File: config.mk
export PLATFORM = sky130hd
export DESIGN_NAME = cmn_plru_victim_sel
export DESIGN_NICKNAME = d
export VERILOG_FILES = /design/src/rtl/cmn_plru_victim_sel.sv
export SDC_FILE = /design/constraint.sdc
export NUM_CORES = 1
export LEC_CHECK = 0
export CELL_PAD_IN_SITES_DETAIL_PLACEMENT = 2
export CELL_PAD_IN_SITES_GLOBAL_PLACEMENT = 2
export CORE_MARGIN = 1.5
export CORE_UTILIZATION = 24
export DETAILED_ROUTE_END_ITERATION = 8
export GPL_TIMING_DRIVEN = 0
export PLACE_DENSITY_LB_ADDON = 0.1
export SLEW_MARGIN = 0
export SYNTH_ARGS = -nofsm -noshare
export SYNTH_HDL_FRONTEND = slang
export SYNTH_SLANG_ARGS = --single-unit
File: constraint.sdc
create_clock -name clk -period 1.45 [get_ports clk]
set_input_delay 0.435 -clock clk [delete_from_list [all_inputs] [get_ports clk]]
set_output_delay 0.435 -clock clk [all_outputs]
set_load 0.02 [all_outputs]
File: src/rtl/cmn_plru_victim_sel.sv
// PLRU victim selector: prefers the lowest free entry, otherwise walks the PLRU tree
// around ineligible subtrees. Define CMN_PLRU_VICTIM_LOCK_EN to let entry_lock pin entries.
module cmn_plru_victim_sel #(
  parameter int WIDTH = 4,
  parameter int DEPTH = $clog2(WIDTH)
) (
  input  logic             clk,
  input  logic             rst_n,
  input  logic             req_vld,
  output logic             req_rdy,
  input  logic [WIDTH-1:0] entry_vld,
  input  logic [WIDTH-1:0] entry_lock,
  input  logic [WIDTH-2:0] node_q,
  output logic             gnt_vld,
  input  logic             gnt_rdy,
  output logic [WIDTH-1:0] gnt_oh,
  output logic             gnt_evict,
  input  logic             touch_en,
  input  logic [WIDTH-1:0] touch_oh,
  output logic             plru_upd_en,
  output logic [WIDTH-1:0] plru_upd_oh
);

  typedef enum logic [0:0] {IDLE = 1'b0, GNT = 1'b1} state_t;

  state_t           state_reg, state_next;
  logic [WIDTH-1:0] elig, free_mask, cand_oh;
  logic             cand_evict, any_elig, accept, fire;
  logic [WIDTH-1:0] gnt_oh_reg, pend_oh_reg, upd_oh_reg;
  logic             gnt_evict_reg, pend_vld_reg, upd_en_reg;

`ifdef CMN_PLRU_VICTIM_LOCK_EN
  assign elig = ~entry_lock;
`else
  logic unused_lock;
  assign unused_lock = ^entry_lock;
  assign elig        = '1;
`endif

  // True when any eligible entry lives in the subtree whose index prefix is p
  // (entry index shifted right by shift equals p).
  function automatic logic sub_any(input logic [WIDTH-1:0] mask, input int p, input int shift);
    logic [WIDTH-1:0] s;
    sub_any = 1'b0;
    for (int e = 0; e < WIDTH; e++) begin
      s = mask >> e;
      if (s[0] && ((e >> shift) == p)) sub_any = 1'b1;
    end
  endfunction

  function automatic logic [WIDTH-1:0] tree_walk(input logic [WIDTH-2:0] nodes,
                                                 input logic [WIDTH-1:0] mask);
    int              prefix;
    logic            dir;
    logic [WIDTH-2:0] ns;
    prefix = 0;
    for (int lvl = 0; lvl < DEPTH; lvl++) begin
      ns  = nodes >> ((1 << lvl) + prefix - 1);
      dir = ns[0];
      if (!sub_any(mask, 2 * prefix + (dir ? 1 : 0), DEPTH - lvl - 1)) dir = ~dir;
      prefix = 2 * prefix + (dir ? 1 : 0);
    end
    tree_walk = {{(WIDTH-1){1'b0}}, 1'b1} << prefix;
  endfunction

  assign free_mask  = ~entry_vld & elig;
  assign any_elig   = |elig;
  assign cand_evict = ~|free_mask;
  // Isolating the lowest set bit gives the lowest-index free entry.
  assign cand_oh    = cand_evict ? tree_walk(node_q, elig)
                                 : (free_mask & (~free_mask + {{(WIDTH-1){1'b0}}, 1'b1}));

  always_ff @(posedge clk or negedge rst_n) begin
    if (!rst_n) state_reg <= IDLE;
    else        state_reg <= state_next;
  end

  always_comb begin
    state_next = state_reg;
    case (state_reg)
      IDLE:    if (accept) state_next = GNT;
      GNT:     if (fire)   state_next = IDLE;
      default: state_next = IDLE;
    endcase
  end

  always_comb begin
    req_rdy = 1'b0;
    gnt_vld = 1'b0;
    case (state_reg)
      IDLE:    req_rdy = any_elig;
      GNT:     gnt_vld = ~pend_vld_reg;
      default: ;
    endcase
  end

  assign accept = req_vld & req_rdy;
  assign fire   = gnt_vld & gnt_rdy;

  always_ff @(posedge clk or negedge rst_n) begin
    if (!rst_n) begin
      gnt_oh_reg    <= '0;
      gnt_evict_reg <= 1'b0;
    end else if (accept) begin
      gnt_oh_reg    <= cand_oh;
      gnt_evict_reg <= cand_evict;
    end else if (fire) begin
      gnt_oh_reg    <= '0;
      gnt_evict_reg <= 1'b0;
    end
  end

  // Update arbitration: allocation beats pending touch beats fresh touch.
  // A fire only happens with pending empty, so a losing touch always fits.
  always_ff @(posedge clk or negedge rst_n) begin
    if (!rst_n) begin
      upd_en_reg   <= 1'b0;
      upd_oh_reg   <= '0;
      pend_vld_reg <= 1'b0;
      pend_oh_reg  <= '0;
    end else begin
      upd_en_reg <= 1'b0;
      upd_oh_reg <= '0;
      if (fire) begin
        upd_en_reg <= 1'b1;
        upd_oh_reg <= gnt_oh_reg;
        if (touch_en) begin
          pend_vld_reg <= 1'b1;
          pend_oh_reg  <= touch_oh;
        end
      end else if (pend_vld_reg) begin
        upd_en_reg   <= 1'b1;
        upd_oh_reg   <= pend_oh_reg;
        pend_vld_reg <= touch_en;
        pend_oh_reg  <= touch_en ? touch_oh : '0;
      end else if (touch_en) begin
        upd_en_reg <= 1'b1;
        upd_oh_reg <= touch_oh;
      end
    end
  end

  assign gnt_oh      = gnt_oh_reg;
  assign gnt_evict   = gnt_evict_reg;
  assign plru_upd_en = upd_en_reg;
  assign plru_upd_oh = upd_oh_reg;

endmodule

==> flow_summary_export.csv, run 1 <==
group,metric,value,unit
power,vdd_drop_max,0.789,mV
synth,synthArstFlopShare,100,%
final_layout,layout.nets,129,
synth,ys_ff_latch,16,
synth,yosysUniqueCellTypes,25,
timing,timing.final.ws_setup,-0.0646,ns
grt,met1_usage,19.7,%
grt,grt_max_degree,17,
setup_path,end_kind,"output port",
synth,ys.flop_type,"dfrtp_1",
die,core,2830,µm²
timing,hold_viol,0,
hold_path,min_path_type,"reg2reg",
detailed_routing,drt_first_pass_iters,4,
cts,cts_sinks,16,
cts,root_buffer,"clkbuf_4",
synth,synthTopCellsByArea,"dfrtp_1 54%, a22o_1 6.0%, nor2_1 5.1%",
final_layout,register_area,400,µm²
detailed_routing,drt-initial-drc-count,8,
timing,slew-limit-headroom,49.7,%
final_layout,fillerInstances,302,
synth,synthesis.area,736,µm²
cts,cts_buffer_depth,2,
setup_path,crit_fanout,3,
grt,grt.met2_usage,21.7,%
grt,gr-max-usage-layer,"met2",
synth,synth_seq_area_share,54.4,%
detailed_routing,vias_per_cell,4.99,
run,cap_violations,0,
synth,synth_top_cell_area_share,54.4,%
die,dieHeight,58.4,µm
placement,port_buffers,27,
final_layout,diodes,0,
placement,hpwl,1600,µm
grt,met3_usage,5.05,%
detailed_routing,ant_nets,0,
synth,ys_top_cells_by_count,"16 x dfrtp_1, 10 x nor2_1, 5 x a22o_1",
die,ios,32,
final_layout,multiInputGateArea,323,µm²
power,p_per_area,1240,nW/µm²
timing,maxSlewViolCount,0,
run_status,status,"finished, violations left",
die,row_count,19,
die,start_util,26.0,%
power,totalPowerFinal,0.00147,W
synth,ys_warn_count,0,
placement,gp_congestion,0.701,
timing,hold-worst-slack,0.513,ns
power,power.leakage,0.562,nW
timing,rsz0062_at_grt,"true",
die,die_width,58.4,µm
synth,synth_nets,86,
synth,avgSynthCellArea,11.1,µm²
setup_path,path_class,"reg2out",
detailed_routing,vias,693,
cts,htreeDepth,1,
grt,grt_pass1_vias,731,
timing,final.period_utilization,104,%
grt,antenna_found_initial,0,
synth,synth.most_common_cell,"dfrtp_1",
final_layout,layout-drive-gt1-share,31.5,%
die,dieArea,3410,µm²
run_status,violations,"negative setup slack",
timing,clock_skew,0.00125,ns
synth,yosys.area.top_type,"dfrtp_1",
detailed_routing,totalWireLength,2350,µm
cts,clk_latency,0.29,ns
cts,clk_pin_slew,0.10,ns
setup_path,cp.arrival,1.08,ns
grt,grt_pass1_wl,3630,µm
setup_path,required,1.02,ns
cts,cts_buffers,3,
grt,grt_usage,14.3,%
detailed_routing,drc,0,
timing,tightestPinTransition,0.753,ns
synth,synth_edf_count,0,
synth,synthCells,66,
timing,setup_viol,1,
grt,grt_overflow,0,
final_layout,syn_to_final_growth,61.2,%
timing,fmax,0.660,GHz
timing,finalCriticalPeriod,1.51,ns
setup_path,critPathLaunchType,"flop",
detailed_routing,wl_per_cell,16.9,µm
cts,cts_tree,"done",
## metal layers
metal	vias to the layer above	part of all wire (%)
met5	-	0
met4	0	0.55
met3	2	4.7
met2	20	50
met1	343	44
li1	328	-
## through the flow
| stage | utilization [%] | area (µm²) | setup TNS (ns) | setup slack, ns | std cells |
|---|---|---|---|---|---|
| 2_1_floorplan | - | 736 | 0 | 0.138 | 66 |
| 4_1_cts | 38.9 | 1100 | -0.114 | -0.112 | 128 |
| 3_5_place_dp | 36.9 | 1040 | -4.30 | -0.413 | 124 |
| 5_1_grt | 41.9 | 1190 | -0.248 | -0.114 | 139 |
| 6_report | 41.9 | 1190 | -0.0646 | -0.0646 | 139 |
| 3_3_place_gp | 36.9 | 1040 | -4.02 | -0.399 | 124 |
## final timing paths
| path | startpoint | end | cells after the start | slack (ns) |
|---|---|---|---|---|
| worst min-delay path | gnt_evict$_DFFE_PN0P_ | gnt_evict$_DFFE_PN0P_ | 1 | 0.51 |
| max in group asynchronous | rst_n | pend_oh_reg[2]$_DFFE_PN0P_ | 1 | 0.40 |
| worst max register to register | pend_vld_reg$_DFFE_PN0P_ | pend_oh_reg[3]$_DFFE_PN0P_ | 6 | 0 |
| worst min register to register | gnt_evict$_DFFE_PN0P_ | gnt_evict$_DFFE_PN0P_ | 1 | 0.51 |
| worst max-delay path | pend_vld_reg$_DFFE_PN0P_ | gnt_vld | 3 | -0.06 |
| min in group asynchronous | rst_n | pend_oh_reg[0]$_DFFE_PN0P_ | 1 | 0.58 |
## power breakdown
group / switching (W) / internal [W] / total, W
logic: 0.000289 / 0.000293 / 0.000582
clock network: 0.000147 / 0.000153 / 0.000300
registers: 0.0000511 / 0.000533 / 0.000584
## cell type report
| cell class | instances | share of cell area (%) |
|---|---|---|
| Buffer | 3 | 3.16 |
| Sequential cell | 16 | 33.8 |
| Clock buffer | 4 | 3.06 |
| Tap cell | 31 | 3.27 |
| Multi-Input combinational cell | 44 | 27.2 |
| Timing Repair Buffer | 38 | 28.2 |
| Inverter | 3 | 1.37 |
## critical path, cell delays in order, from the launching register on
cell     delay [ns]
dfrtp_1        0.43
buf_8          0.14
nor2_4         0.10
buf_6          0.12
## kinds of logic after synthesis
| family | share of synthesized area, % |
|---|---|
| muxes | 1.36 |
| AOI/OAI and AO/OA | 20.4 |
| buffers and inverters | 5.10 |
| DFF | 54.4 |
| and+or+nand+nor | 18.7 |
## layout by cell type (no fill, tap or decap), types with 3 or more instances in the layout
cell type,count
clkdlybuf4s50_1,13
nand2_1,4
clkbuf_4,3
a22o_1,5
buf_6,4
clkdlybuf4s15_1,4
clkbuf_2,3
nor2_1,9
dfrtp_1,16
buf_4,10
## timing repair
action,in CTS,in global routing
setup endpoints to repair,14,14
resized for setup,38,14
hold buffers,0,0
buffers inserted,0,10
pin swaps,0,2
gates cloned,0,1
(Power assumes the default switching activity.)
==> run 2: changes to the inputs <==
Settings changed: CORE_UTILIZATION 24 to 22, SLEW_MARGIN 0 to default.
Clock period 1.45 ns to 1.3 ns, I/O delays scaled along.
==> flow_summary_export.csv, run 2 (synthesis gave the netlist of run 1 again) <==
group,metric,value,unit
die,ios,32,
detailed_routing,ant_nets,0,
final_layout,layout-drive-gt1-share,38.0,%
hold_path,hold_path_depth,1,
cts,cts_buffers,3,
run_status,status,"finished, violations left",
timing,tightestPinTransition,0.743,ns
timing,fmax,0.697,GHz
setup_path,critical_path_buf_inv_count,3,
timing,hold_viol,0,
timing,finalCriticalPeriod,1.43,ns
timing,setup_tns,-1.18,ns
final_layout,diodes,0,
hold_path,min_path_type,"reg2reg",
placement,port_buffers,27,
setup_path,critPathLaunchType,"flop",
setup_path,critPathSlowestCell,"dfrtp_1",
setup_path,required,1.48,ns
final_layout,final_common_cell,"dfrtp_1",
cts,htreeDepth,1,
die,die_width,60.8,µm
die,core,3100,µm²
die,dieArea,3700,µm²
setup_path,timing.rr.end,"pend_oh_reg[2]$_DFFE_PN0P_",
cts,cts_sinks,16,
timing,timing.final.ws_setup,-0.134,ns
grt,grt_overflow,0,
detailed_routing,vias_per_cell,4.55,
run_status,violations,"negative setup slack",
final_layout,layout.nets,129,
cts,cts_tree,"done",
final_layout,syn_to_final_growth,61.7,%
setup_path,path_class,"reg2reg",
timing,clock_skew,0.00741,ns
setup_path,cp_slowest_stage_delay,0.39,ns
detailed_routing,wl_per_cell,14.2,µm
timing,setup_viol,13,
die,start_util,23.7,%
placement,place_ws,-0.519,ns
placement,hpwl,1540,µm
hold_path,min_to,"gnt_evict$_DFFE_PN0P_",
power,vdd_drop_max,0.454,mV
setup_path,critPathTopFamily,"flip-flops",
placement,dp.cells,137,
cts,clk_pin_slew,0.10,ns
timing,maxSlewViolCount,0,
detailed_routing,drt_first_pass_iters,4,
cts,cts_buffer_depth,2,
grt,grt_pass1_vias,712,
grt,grt_max_degree,17,
detailed_routing,vias,692,
die,row_count,20,
timing,rsz0062_at_grt,"true",
die,dieHeight,60.8,µm
power,power.leakage,0.557,nW
detailed_routing,drt-initial-drc-count,15,
setup_path,reg2regPathDepth,6,
grt,antenna_found_initial,0,
setup_path,cp.arrival,1.61,ns
cts,clk_latency,0.29,ns
cts,root_buffer,"clkbuf_4",
placement,gp_congestion,0.709,
setup_path,crit_fanout,8,
detailed_routing,totalWireLength,2150,µm
timing,final.period_utilization,110,%
setup_path,end_kind,"flop",
final_layout,fin_cells,152,
setup_path,reg2reg_slack,-0.13,ns
grt,grt_pass1_wl,3580,µm
final_layout,layout_common_cells,"16 x dfrtp_1, 14 x clkdlybuf4s50_1, 11 x buf_4",
setup_path,crit_chain,"buf_6, buf_6, and3b_1, buf_6, o21a_4, a22o_1",
final_layout,fin_util,38.3,%
cts,cts_hold_buf,0,
run,cap_violations,0,
setup_path,cpMostUsedCell,"buf_6",
timing,slew-limit-headroom,50.3,%
detailed_routing,drc,0,
power,p_per_area,1350,nW/µm²
setup_path,r2r_start,"state_reg$_DFF_PN0_",
grt,grt_usage,13.5,%
hold_path,hold_start,"gnt_evict$_DFFE_PN0P_",
run 2: per-stage QoR:
| step | total power (W) | hold slack [ns] | area (µm²) |
|---|---|---|---|
| detailed placement | 0.00121 | 0.494 | 1060 |
| global route | 0.00173 | 0.544 | 1190 |
| global placement | 0.00120 | 0.490 | 1060 |
| CTS | 0.00160 | 0.512 | 1140 |
| floorplan | 0.000943 | 0.0944 | 736 |
| finish | 0.00161 | 0.504 | 1190 |
run 2: how the worst max path moves through the flow:
stage	from	endpoint	slack [ns]	cells after the start
6_report	state_reg$_DFF_PN0_	pend_oh_reg[2]$_DFFE_PN0P_	-0.13	6
3_5_place_dp	pend_vld_reg$_DFFE_PN0P_	gnt_vld	-0.52	3
3_3_place_gp	pend_vld_reg$_DFFE_PN0P_	gnt_vld	-0.49	3
2_1_floorplan	pend_vld_reg$_DFFE_PN0P_	gnt_vld	0.03	2
4_1_cts	state_reg$_DFF_PN0_	gnt_vld	-0.15	4
5_1_grt	state_reg$_DFF_PN0_	gnt_oh[2]$_DFFE_PN0P_	-0.19	6
run 2: layout make-up:
cell class / count / area [µm²]
buffer: 3 / 36.3
tap: 44 / 55.1
multi-input combinational: 44 / 334
sequential: 16 / 400
timing repair buffer: 38 / 317
inverter: 3 / 11.3
clock buffer: 4 / 36.3
fill: 356 / 1910
run 2: routing by layer:
metal	part of all wire, %	track usage (%)	vias to the layer above
met5	0	0	-
met4	0.88	4.66	0
met3	4.0	3.84	2
met2	49	20.4	16
met1	46	18.5	348
li1	-	-	326
run 2: what timing repair did:
item | CTS | global route
endpoints found under the setup margin | 23 | 19
resized for setup | 63 | 7
pin swaps | 3 | 0
setup buffers | 8 | 3
run 2: power breakdown:
| group | switching [W] | internal [W] |
|---|---|---|
| logic | 0.000314 | 0.000320 |
| clock network | 0.000161 | 0.000171 |
| registers | 0.0000503 | 0.000594 |
| total | 0.000525 | 0.00108 |
==> patch (config.mk and constraints of run 2) <==
The parameter `WIDTH` goes from 4 to 2.
--- a/src/rtl/cmn_plru_victim_sel.sv
+++ b/src/rtl/cmn_plru_victim_sel.sv
@@ -2,5 +2,5 @@
 // around ineligible subtrees. Define CMN_PLRU_VICTIM_LOCK_EN to let entry_lock pin entries.
 module cmn_plru_victim_sel #(
-  parameter int WIDTH = 4,
+  parameter int WIDTH = 2,
   parameter int DEPTH = $clog2(WIDTH)
 ) (
Ports: changed (6 resized); port bits go from 32 to 20. No check against the original RTL was run, so the function may have changed too.
==> patch against run 2 <==
  * The flow still finishes with violations (negative setup slack)
  * Power is 39% lower
  * Die area decreased by 41%
  * Sequential cell count down 6
  * Maximum frequency grew 8.9%
  * Sequential power down 38%
  * Non-clock buffer count fell by 22
  * Routed wire length fell by 48%
  * Synthesized area shrank 43%
  * Clock power decreased by 14%
  * Cell area is 45% lower
  * Via count down 45%
  * Worst setup slack improved by 120 ps
  * Global-route usage shrank 1.1 points
==> patch: results (changes against run 2) <==
Timing
  • Worst Skew: 7.82 ps (+0.406 ps)
  • Final setup margin: -16.5 ps (+117 ps)
  • # setup viols final: 1 (-12)
  • Worst-Margin Slew: 448 ps (-295 ps)

Outcome
  • Status: finished with violations
  • Failing checks: negative setup slack

Global routing
  • Number of global-route vias before repair: 416 (-42%)
  • GRT met3 Usage: 0.0392 (+0.000836)
  • M2 GR Usage: 0.219 (+0.0151)
  • Total GRT Usage: 0.124 (-0.0109)
  • First-pass GRT wire length: 1750 µm (-51%)
  • Pin count of the biggest net entering global routing: 11 (-6)
  • Met1 GRT Util: 0.127 (-0.0575)

Critical path
  • Reg2reg path depth: 4 (-2)
  • FF-to-FF End: pend_oh_reg[0]
  • FF-to-FF setup slack: 100 ps (+230 ps)
  • Slowest Stage Delay on Critical Path: 410 ps (+20 ps)
  • CP max stage cell: dfrtp_2
  • Worst EP arrival: 930 ps (-680 ps)
  • Worst Path Max Fanout: 2 (-6)

Pwr
  • Max VDD drop: 0.761 mV (+68%)
  • Int Pwr: 0.676 mW (-38%)
  • P_leak: 0.297 nW (-47%)

Final layout
  • Layout cells sized above 1: 0.311 (-0.0682)
  • Layout Nets: 74 (-43%)
  • Fillers: 207 (-42%)

Route
  • Drt first-iter violations: 1 (-14)
  • 1st-pass router iterations: 2 (-2)
  • Routed vias: 380 (-45%)
  • Average wire per standard cell: 12.9 µm (-8.6%)

Synthesis
  • Net Count, Synth: 50 (-42%)
  • Main area contributors after synthesis: dfrtp_1 (60%), a31oi_1 (4.5%), a22o_1 (4.2%), nand2_1 (3.6%), nand3b_1 (3.6%)
  • Share of the synthesized area in the top cell type: 0.599 (+0.0546)
  • Mean Syn Cell Area: 11.0 µm² (-1.3%)
  • Sequential area share after synthesis: 0.599 (+0.0546)
  • Post-synthesis cell type count: 17 (-32%)
  • Commonest cells post-synth: dfrtp_1 (10), nand2_1 (4), a31oi_1 (3), nor2_1 (3)

Clock network
  • Clk_lat worst skew: 270 ps (-20 ps)
  • Register clock-pin slew on the reported worst setup and hold paths: 70 ps (-30 ps)
  • Root Buffer: clkbuf_4

Hold path
  • Worst hold path class: in -> async

Placed design
  • DP HPWL: 857 µm (-44%)
  • IO buf count: 17 (-37%)
  • Area after DPL: 619 µm² (-42%)
  • Gpl congestion: 0.669 (-5.7%)
## patch: kinds of logic after synthesis
group	count (synthesis)	share of synthesized area
AOI/OAI and AO/OA	11	0.174
buffers and inverters	1	0.00897
DFF	10	0.599
and+or+nand+nor	16	0.219
## patch: worst max path at each step
stage	startpoint	end	slack [ps]	cells after the start
4_1_cts	pend_vld_reg	gnt_vld	-40	2
6_report	pend_vld_reg	gnt_vld	-20	2
2_1_floorplan	state_reg	gnt_vld	50	2
5_1_grt	pend_vld_reg	gnt_vld	-60	2
3_5_place_dp	state_reg	gnt_vld	-310	3
3_3_place_gp	state_reg	gnt_vld	-280	3
## patch: layout make-up
class | count | area, µm² | area share
clock buffer | 4 | 36.3 | 0.0556
sequential | 10 | 253 | 0.387
timing repair buffer | 19 | 156 | 0.239
inverter | 1 | 3.75 | 0.00575
tap | 25 | 31.3 | 0.0479
multi-input combinational | 27 | 173 | 0.264
## patch: metrics by stage
| stage | util | hold slack [ps] | TNS (ps) | worst slack, ps | instances |
|---|---|---|---|---|---|
| 2_1_floorplan | - | 94.4 | 0 | 53.4 | 38 |
| 3_3_place_gp | 0.351 | 489 | -1510 | -282 | 80 |
| 3_5_place_dp | 0.351 | 512 | -1920 | -307 | 80 |
| 4_1_cts | 0.372 | 431 | -36.6 | -36.6 | 86 |
| 5_1_grt | 0.370 | 462 | -57.2 | -57.2 | 86 |
| 6_report | 0.370 | 427 | -16.5 | -16.5 | 86 |
## patch: routing by layer
metal | part of all wire | vias up
met1 | 0.41 | 181
li1 | - | 181
met4 | 0.016 | 0
met5 | 0 | -
met2 | 0.49 | 16
met3 | 0.076 | 2
## patch: worst max-delay path: cells and delay by family (launching register included)
kind          cells  cell delay [ps]
flops             1              410
buf+inv           1              140
simple gates      1              110
## patch: repair_timing
item / in CTS / in global routing
gates resized for setup: 34 / 3
endpoints found under the setup margin: 8 / 4
pin swaps: 1 / 0
buffers inserted: 2 / 0
## patch: power groups by stage
| stage | combinational (mW) | clock (mW) | sequential [mW] |
|---|---|---|---|
| finish | 0.300 | 0.286 | 0.402 |
| global route | 0.325 | 0.308 | 0.413 |
| CTS | 0.308 | 0.301 | 0.405 |
| detailed placement | 0.306 | 0 | 0.419 |
| global placement | 0.297 | 0 | 0.413 |
| floorplan | 0.105 | 0 | 0.454 |
